**src/rtl/mips_ctrl_pkg.sv**
```systemverilog
// Shared encodings for the multicycle MIPS control path: opcodes, functs,
// FSM states, ALUOp/ALUControl codes and the datapath control bundle.
package mips_ctrl_pkg;

  localparam logic [5:0] OP_RTYPE = 6'b000000;
  localparam logic [5:0] OP_LW    = 6'b100011;
  localparam logic [5:0] OP_SW    = 6'b101011;
  localparam logic [5:0] OP_BEQ   = 6'b000100;
  localparam logic [5:0] OP_BNE   = 6'b000101;
  localparam logic [5:0] OP_ADDI  = 6'b001000;
  localparam logic [5:0] OP_J     = 6'b000010;

  localparam logic [5:0] FN_ADD = 6'b100000;
  localparam logic [5:0] FN_SUB = 6'b100010;
  localparam logic [5:0] FN_AND = 6'b100100;
  localparam logic [5:0] FN_OR  = 6'b100101;
  localparam logic [5:0] FN_SLT = 6'b101010;

  localparam logic [2:0] ALUC_AND = 3'b000;
  localparam logic [2:0] ALUC_OR  = 3'b001;
  localparam logic [2:0] ALUC_ADD = 3'b010;
  localparam logic [2:0] ALUC_SUB = 3'b110;
  localparam logic [2:0] ALUC_SLT = 3'b111;

  typedef enum logic [3:0] {
    S_FETCH  = 4'd0,
    S_DECODE = 4'd1,
    S_MEMADR = 4'd2,
    S_MEMRD  = 4'd3,
    S_MEMWB  = 4'd4,
    S_MEMWR  = 4'd5,
    S_EXEC   = 4'd6,
    S_ALUWB  = 4'd7,
    S_BRANCH = 4'd8,
    S_ADDIEX = 4'd9,
    S_ADDIWB = 4'd10,
    S_JUMP   = 4'd11
  } state_e;

  // ALUOP_ADD is the all-zero code so idle states default to an add.
  typedef enum logic [1:0] {
    ALUOP_ADD   = 2'b00,
    ALUOP_SUB   = 2'b01,
    ALUOP_FUNCT = 2'b10
  } aluop_e;

  typedef struct packed {
    logic       mem_req;
    logic       iord;
    logic       memwrite;
    logic       irwrite;
    logic       regdst;
    logic       memtoreg;
    logic       regwrite;
    logic       alusrca;
    logic [1:0] alusrcb;
    logic [1:0] pcsrc;
    logic       pcen;
  } ctrl_t;

  function automatic logic is_mem_wait_state(input state_e s);
    return (s == S_FETCH) || (s == S_MEMRD) || (s == S_MEMWR);
  endfunction

endpackage

```
**src/rtl/mips_alu_decoder.sv**
```systemverilog
// Combinational ALU decoder: ALUOp plus funct field to ALUControl.
module mips_alu_decoder
  import mips_ctrl_pkg::*;
(
  input  aluop_e     aluop_i,
  input  logic [5:0] funct_i,
  output logic [2:0] alucontrol_o
);

  always_comb begin
    alucontrol_o = ALUC_ADD;
    case (aluop_i)
      ALUOP_ADD: alucontrol_o = ALUC_ADD;
      ALUOP_SUB: alucontrol_o = ALUC_SUB;
      ALUOP_FUNCT: begin
        case (funct_i)
          FN_ADD:  alucontrol_o = ALUC_ADD;
          FN_SUB:  alucontrol_o = ALUC_SUB;
          FN_AND:  alucontrol_o = ALUC_AND;
          FN_OR:   alucontrol_o = ALUC_OR;
          FN_SLT:  alucontrol_o = ALUC_SLT;
          default: alucontrol_o = ALUC_ADD;
        endcase
      end
      default: alucontrol_o = ALUC_ADD;
    endcase
  end

endmodule

```
**src/rtl/mips_multicycle_control.sv**
```systemverilog
// Main control FSM for the multicycle MIPS datapath, with memory handshake
// and a sticky memory-latency timeout flag.
module mips_multicycle_control
  import mips_ctrl_pkg::*;
#(
  parameter int unsigned TIMEOUT = 16
) (
  input  logic       clk,
  input  logic       rst_n,
  input  logic [5:0] opcode,
  input  logic [5:0] funct,
  input  logic       zero,
  input  logic       mem_ready,
  output logic       mem_req,
  output logic       IorD,
  output logic       MemWrite,
  output logic       IRWrite,
  output logic       RegDst,
  output logic       MemtoReg,
  output logic       RegWrite,
  output logic       ALUSrcA,
  output logic [1:0] ALUSrcB,
  output logic [2:0] ALUControl,
  output logic [1:0] PCSrc,
  output logic       PCEn,
  output logic       illegal_op,
  output logic       mem_timeout,
  output logic [3:0] state
);

  localparam logic [7:0] TIMEOUT_CNT = 8'(TIMEOUT);

  state_e     state_q, state_d;
  logic [7:0] wait_cnt_q, wait_cnt_d;
  logic       mem_timeout_q, mem_timeout_d;
  ctrl_t      ctl;
  aluop_e     aluop;
  logic       illegal_d;

  always_ff @(posedge clk or negedge rst_n) begin
    if (!rst_n) begin
      state_q       <= S_FETCH;
      wait_cnt_q    <= 8'd0;
      mem_timeout_q <= 1'b0;
    end else begin
      state_q       <= state_d;
      wait_cnt_q    <= wait_cnt_d;
      mem_timeout_q <= mem_timeout_d;
    end
  end

  always_comb begin
    state_d   = state_q;
    ctl       = '0;
    aluop     = ALUOP_ADD;
    illegal_d = 1'b0;
    case (state_q)
      S_FETCH: begin
        ctl.mem_req = 1'b1;
        ctl.alusrcb = 2'b01;
        ctl.irwrite = mem_ready;
        ctl.pcen    = mem_ready;
        if (mem_ready) state_d = S_DECODE;
      end
      S_DECODE: begin
        // Branch target is computed here so BRANCH can take it from ALUOut.
        ctl.alusrcb = 2'b11;
        case (opcode)
          OP_RTYPE:      state_d = S_EXEC;
          OP_LW, OP_SW:  state_d = S_MEMADR;
          OP_BEQ, OP_BNE: state_d = S_BRANCH;
          OP_ADDI:       state_d = S_ADDIEX;
          OP_J:          state_d = S_JUMP;
          default: begin
            state_d   = S_FETCH;
            illegal_d = 1'b1;
          end
        endcase
      end
      S_MEMADR: begin
        ctl.alusrca = 1'b1;
        ctl.alusrcb = 2'b10;
        state_d     = (opcode == OP_SW) ? S_MEMWR : S_MEMRD;
      end
      S_MEMRD: begin
        ctl.mem_req = 1'b1;
        ctl.iord    = 1'b1;
        if (mem_ready) state_d = S_MEMWB;
      end
      S_MEMWB: begin
        ctl.memtoreg = 1'b1;
        ctl.regwrite = 1'b1;
        state_d      = S_FETCH;
      end
      S_MEMWR: begin
        ctl.mem_req  = 1'b1;
        ctl.iord     = 1'b1;
        ctl.memwrite = 1'b1;
        if (mem_ready) state_d = S_FETCH;
      end
      S_EXEC: begin
        ctl.alusrca = 1'b1;
        aluop       = ALUOP_FUNCT;
        state_d     = S_ALUWB;
      end
      S_ALUWB: begin
        ctl.regdst   = 1'b1;
        ctl.regwrite = 1'b1;
        state_d      = S_FETCH;
      end
      S_BRANCH: begin
        ctl.alusrca = 1'b1;
        aluop       = ALUOP_SUB;
        ctl.pcsrc   = 2'b01;
        ctl.pcen    = (opcode == OP_BNE) ? ~zero : zero;
        state_d     = S_FETCH;
      end
      S_ADDIEX: begin
        ctl.alusrca = 1'b1;
        ctl.alusrcb = 2'b10;
        state_d     = S_ADDIWB;
      end
      S_ADDIWB: begin
        ctl.regwrite = 1'b1;
        state_d      = S_FETCH;
      end
      S_JUMP: begin
        ctl.pcsrc = 2'b10;
        ctl.pcen  = 1'b1;
        state_d   = S_FETCH;
      end
      default: state_d = S_FETCH;
    endcase
  end

  // Counts only stalled memory cycles; the FSM keeps waiting past the limit.
  always_comb begin
    wait_cnt_d = 8'd0;
    if (is_mem_wait_state(state_q) && !mem_ready)
      wait_cnt_d = (wait_cnt_q == 8'hFF) ? 8'hFF : wait_cnt_q + 8'd1;
    mem_timeout_d = mem_timeout_q | (wait_cnt_d >= TIMEOUT_CNT);
  end

  mips_alu_decoder u_alu_dec (
    .aluop_i      (aluop),
    .funct_i      (funct),
    .alucontrol_o (ALUControl)
  );

  // Write enables and the request are gated by reset so an in-flight access
  // is dropped the instant rst_n falls, independent of the clock.
  assign mem_req     = ctl.mem_req  & rst_n;
  assign MemWrite    = ctl.memwrite & rst_n;
  assign IRWrite     = ctl.irwrite  & rst_n;
  assign RegWrite    = ctl.regwrite & rst_n;
  assign PCEn        = ctl.pcen     & rst_n;
  assign IorD        = ctl.iord;
  assign RegDst      = ctl.regdst;
  assign MemtoReg    = ctl.memtoreg;
  assign ALUSrcA     = ctl.alusrca;
  assign ALUSrcB     = ctl.alusrcb;
  assign PCSrc       = ctl.pcsrc;
  assign illegal_op  = illegal_d;
  assign mem_timeout = mem_timeout_q;
  assign state       = state_q;

endmodule

```
**config.mk**
```make
export PLATFORM = sky130hd
export DESIGN_NAME = mips_multicycle_control
export DESIGN_NICKNAME = d
export VERILOG_FILES = /design/src/rtl/mips_ctrl_pkg.sv /design/src/rtl/mips_alu_decoder.sv /design/src/rtl/mips_multicycle_control.sv
export SDC_FILE = /design/constraint.sdc
export NUM_CORES = 1
export LEC_CHECK = 0
export BUFFER_PORTS_ARGS = -buffer_cell sky130_fd_sc_hd__buf_2
export CORE_MARGIN = 10
export CORE_UTILIZATION = 45
export CTS_CLUSTER_DIAMETER = 50
export DETAILED_ROUTE_END_ITERATION = 6
export GPL_TIMING_DRIVEN = 0
export PLACE_DENSITY = 0.71
export REMOVE_ABC_BUFFERS = 1
export SLEW_MARGIN = 20
export SYNTH_ARGS = -nofsm -noshare
export SYNTH_HDL_FRONTEND = slang
export SYNTH_SLANG_ARGS = --single-unit
```
**constraint.sdc**
```tcl
create_clock -name clk -period 3.6 [get_ports clk]
set_clock_uncertainty 0.2 [all_clocks]
set_input_delay 0.18 -clock clk [delete_from_list [all_inputs] [get_ports clk]]
set_output_delay 0.18 -clock clk [all_outputs]
set_load 0.01 [all_outputs]
```
==> key figures <==
Timing
  • Max Slew Vio Count: 0
  • Final setup violation count: 0
  • Worst setup slack after layout: 799.0 ps
  • Setup_tns: 0 ps
  • Worst slew pin tran: 555.4 ps
  • Final Cycle Share: 77.81%
  • Fmax: 0.3570 GHz
  • Slew Limit Headroom: 62.98%
  • RSZ-0062 raised after global routing: false
  • Final Hold Fails: 0
  • Period minus WS final: 2801 ps

Floorplanning
  • Row cnt: 18
  • Boundary Pins: 38
  • Placeable Area: 2477 um^2
  • Die height: 71.07 um
  • Die area: 5051 um^2
  • Starting Density: 47.37%
  • Die Wd: 71.07 um

Clock network
  • Root buffer selected by CTS: clkbuf_4
  • H-tree depth: 1
  • TritonCTS Sinks: 13
  • Clock Latency Late Sink: 260 ps
  • Cts bufs inserted: 3
  • TritonCTS clock tree: built
  • Post-cts sizing count: 0
  • Max Root-Sink Buffers: 2
  • Clk slew on worst S/H paths: 80 ps

Yosys
  • Async SR Flop Fraction: 100.0%
  • Syn Std Cell Area: 1174 um^2
  • Distinct cell type count after synthesis: 45
  • Synth top area cells: dfrtp_1 28%, a21oi_1 4.7%, nor2_1 4.5%, ha_1 4.3%, nand2b_1 3.7%
  • Yosys top cell by area: dfrtp_1
  • Prevailing post-synth register cell: dfrtp_1
  • Yosys top cell area share: 27.72%
  • Post-synth EDFFs: 0
  • Register area share after synthesis: 27.72%
  • Yosys reg bits: 13
  • Ys Warns: 0
  • Gate Count Post-Synth: 151
  • Syn_area_per_cell: 7.772 um^2

Detailed routing
  • Wire per inst: 14.87 um
  • Routed Antenna Nets: 0
  • Highest metal used: met4
  • DRC viols: 0
  • 1st-iter DRT viols: 66
  • Metal3 WL: 172 um
  • Total number of vias: 1,248
  • Post-Route M1 WL: 1351 um
  • DR pass1 iterations: 4
  • Routed vias/inst: 5.805
  • Post-Route WL: 3196 um
  • Routed wl met2: 1642 um

Global route
  • Gr ovfl total: 0
  • First-pass GRT wire length: 5602 um
  • Initial antenna violation count: 0
  • Pin count of the biggest net entering global routing: 20
  • Vias in the first global route: 1,310
  • All-Layer GR Usage: 12.57%

Place
  • Hpwl dp: 2549 um
  • PortBufs: 37
  • Pre-CTS setup slack: 1108 ps
  • Routability cong.: 0.8328

Worst hold path
  • Worst hold start: mem_ready
  • Worst Hold End: state[0]$_DFFE_PN0P_
  • Hold/Removal Path Class: primary input to register
  • Hold Crit Depth: 3

Run
  • Max Cap Viol: 0

Final layout
  • Final nets: 206
  • Synth-to-layout area growth: 19.30%
  • Fillers: 252
  • Antenna diodes: 0
  • Register area: 325.3 um^2
  • Multi-input gate area: 782.0 um^2
  • Share of cells above drive strength 1: 23.78%

Setup path
  • RR Startpoint: state[1]$_DFFE_PN0P_
  • FF-to-FF path depth: 4
  • WS Path Type: register to primary output
  • Endpoint class of the critical path: primary output
  • Flop2flop setup slack: 1350 ps
  • Worst-path maximum fanout: 18
  • Worst Path Arrival: 2420 ps
  • R2R Path End: mem_timeout$_DFF_PN0_
  • Worst Path Required: 3220 ps
  • Startpoint types: register

Power
  • Pleak: 0.6780 nW
  • Max IR drop VDD: 0.2597 mV
  • Pwr Total: 0.0006115 W
  • Cell Pwr Density: 436.8 nW/um^2

Outcome
  • Status: completed
-- per-layer routing --
| layer | track usage [%] | vias to the layer above |
|---|---|---|
| li1 | - | 626 |
| met4 | 5.591 | 0 |
| met1 | 13.68 | 580 |
| met5 | 0 | - |
| met2 | 22.26 | 38 |
| met3 | 3.208 | 4 |
-- cell usage after synthesis (5+ instances only) --
cell	instances
a31oi_1	5
clkbuf_1	6
and3_1	6
nor3_1	8
nor2_1	14
o21ai_0	5
a21oi_1	11
inv_1	9
nand2b_1	7
dfrtp_1	13
nand2_1	7
nand3_1	8
-- state kept, by name, summed over array words and instances, names as in the netlist --
signal,cells
wait_cnt_q,8
mem_timeout,1
state,4
-- per-stage QoR --
step                hold WS [ps]  utilization [%]  std cells  cell area (um^2)
global route               88.25            56.52        215              1400
finish                     79.72            56.52        215              1400
floorplan                 -315.6                -        143              1141
global placement          -107.4            55.05        210              1364
detailed placement        -108.0            55.05        210              1364
CTS                        70.47            56.52        215              1400
-- how the worst max path moves through the flow --
stage / startpoint / end / slack (ps) / cells past startpoint
2_1_floorplan: state[2]$_DFFE_PN0P_ / ALUControl[2] / 1200 / 5
5_1_grt: state[2]$_DFFE_PN0P_ / ALUControl[2] / 580 / 6
3_5_place_dp: state[2]$_DFFE_PN0P_ / ALUControl[2] / 1110 / 6
3_3_place_gp: state[2]$_DFFE_PN0P_ / ALUControl[2] / 1110 / 6
4_1_cts: state[2]$_DFFE_PN0P_ / ALUControl[2] / 790 / 6
6_report: state[2]$_DFFE_PN0P_ / ALUControl[2] / 800 / 6
-- power by group --
group	total, W	internal (W)	leakage (nW)	switching, W
combinational	0.000296	0.000129	0.485	0.000167
sequential	0.000231	0.000164	0.178	0.0000664
clock	0.0000847	0.0000428	0.0150	0.0000420
-- logic make-up (layout without fill, tap and decap cells) --
| kind of cell | after synthesis | after routing | share of synthesized area, % |
|---|---|---|---|
| XOR/XNOR | 5 | 5 | 3.732 |
| multiplexers | 2 | 2 | 1.812 |
| AND/OR/NAND/NOR | 73 | 73 | 35.50 |
| flip-flops | 13 | 13 | 27.72 |
| adder cells (fa/ha/maj) | 4 | 4 | 4.265 |
| buffers and inverters | 17 | 51 | 5.649 |
| AO/OA/AOI/OAI | 37 | 37 | 21.32 |
-- placed cells by master (no fill, tap or decap), drive strengths merged, types with 5 or more instances in the layout --
master and n:
nor2 14, a21oi 11, a31oi 5, inv 9
dfrtp 13, nand2 7, nand2b 7, nand3 8
nor3 9, o21ai 5, buf 37, and3 6
-- final cells by class --
class / instances / share of cell area, %
multi-input cells: 121 / 55.85
flip-flops and latches: 13 / 23.24
inverters: 9 / 2.413
well taps: 30 / 2.681
clock buffers: 4 / 1.877
repair buffers: 38 / 13.94
-- critical path, cell delays in order (launching register included) --
cell and delay (ps):
dfrtp_1 580, nand2b_1 270, or3_1 400, ha_1 350, nand4b_1 130, o41ai_1 240
buf_2 180
-- what timing repair did --
action                                 in CTS  in global routing
endpoints found under the hold margin      13                  0
setup buffers                               0                  0
hold buffers                                1                  0
setup endpoints to repair                   0                  0
(Power assumes the default switching activity.)
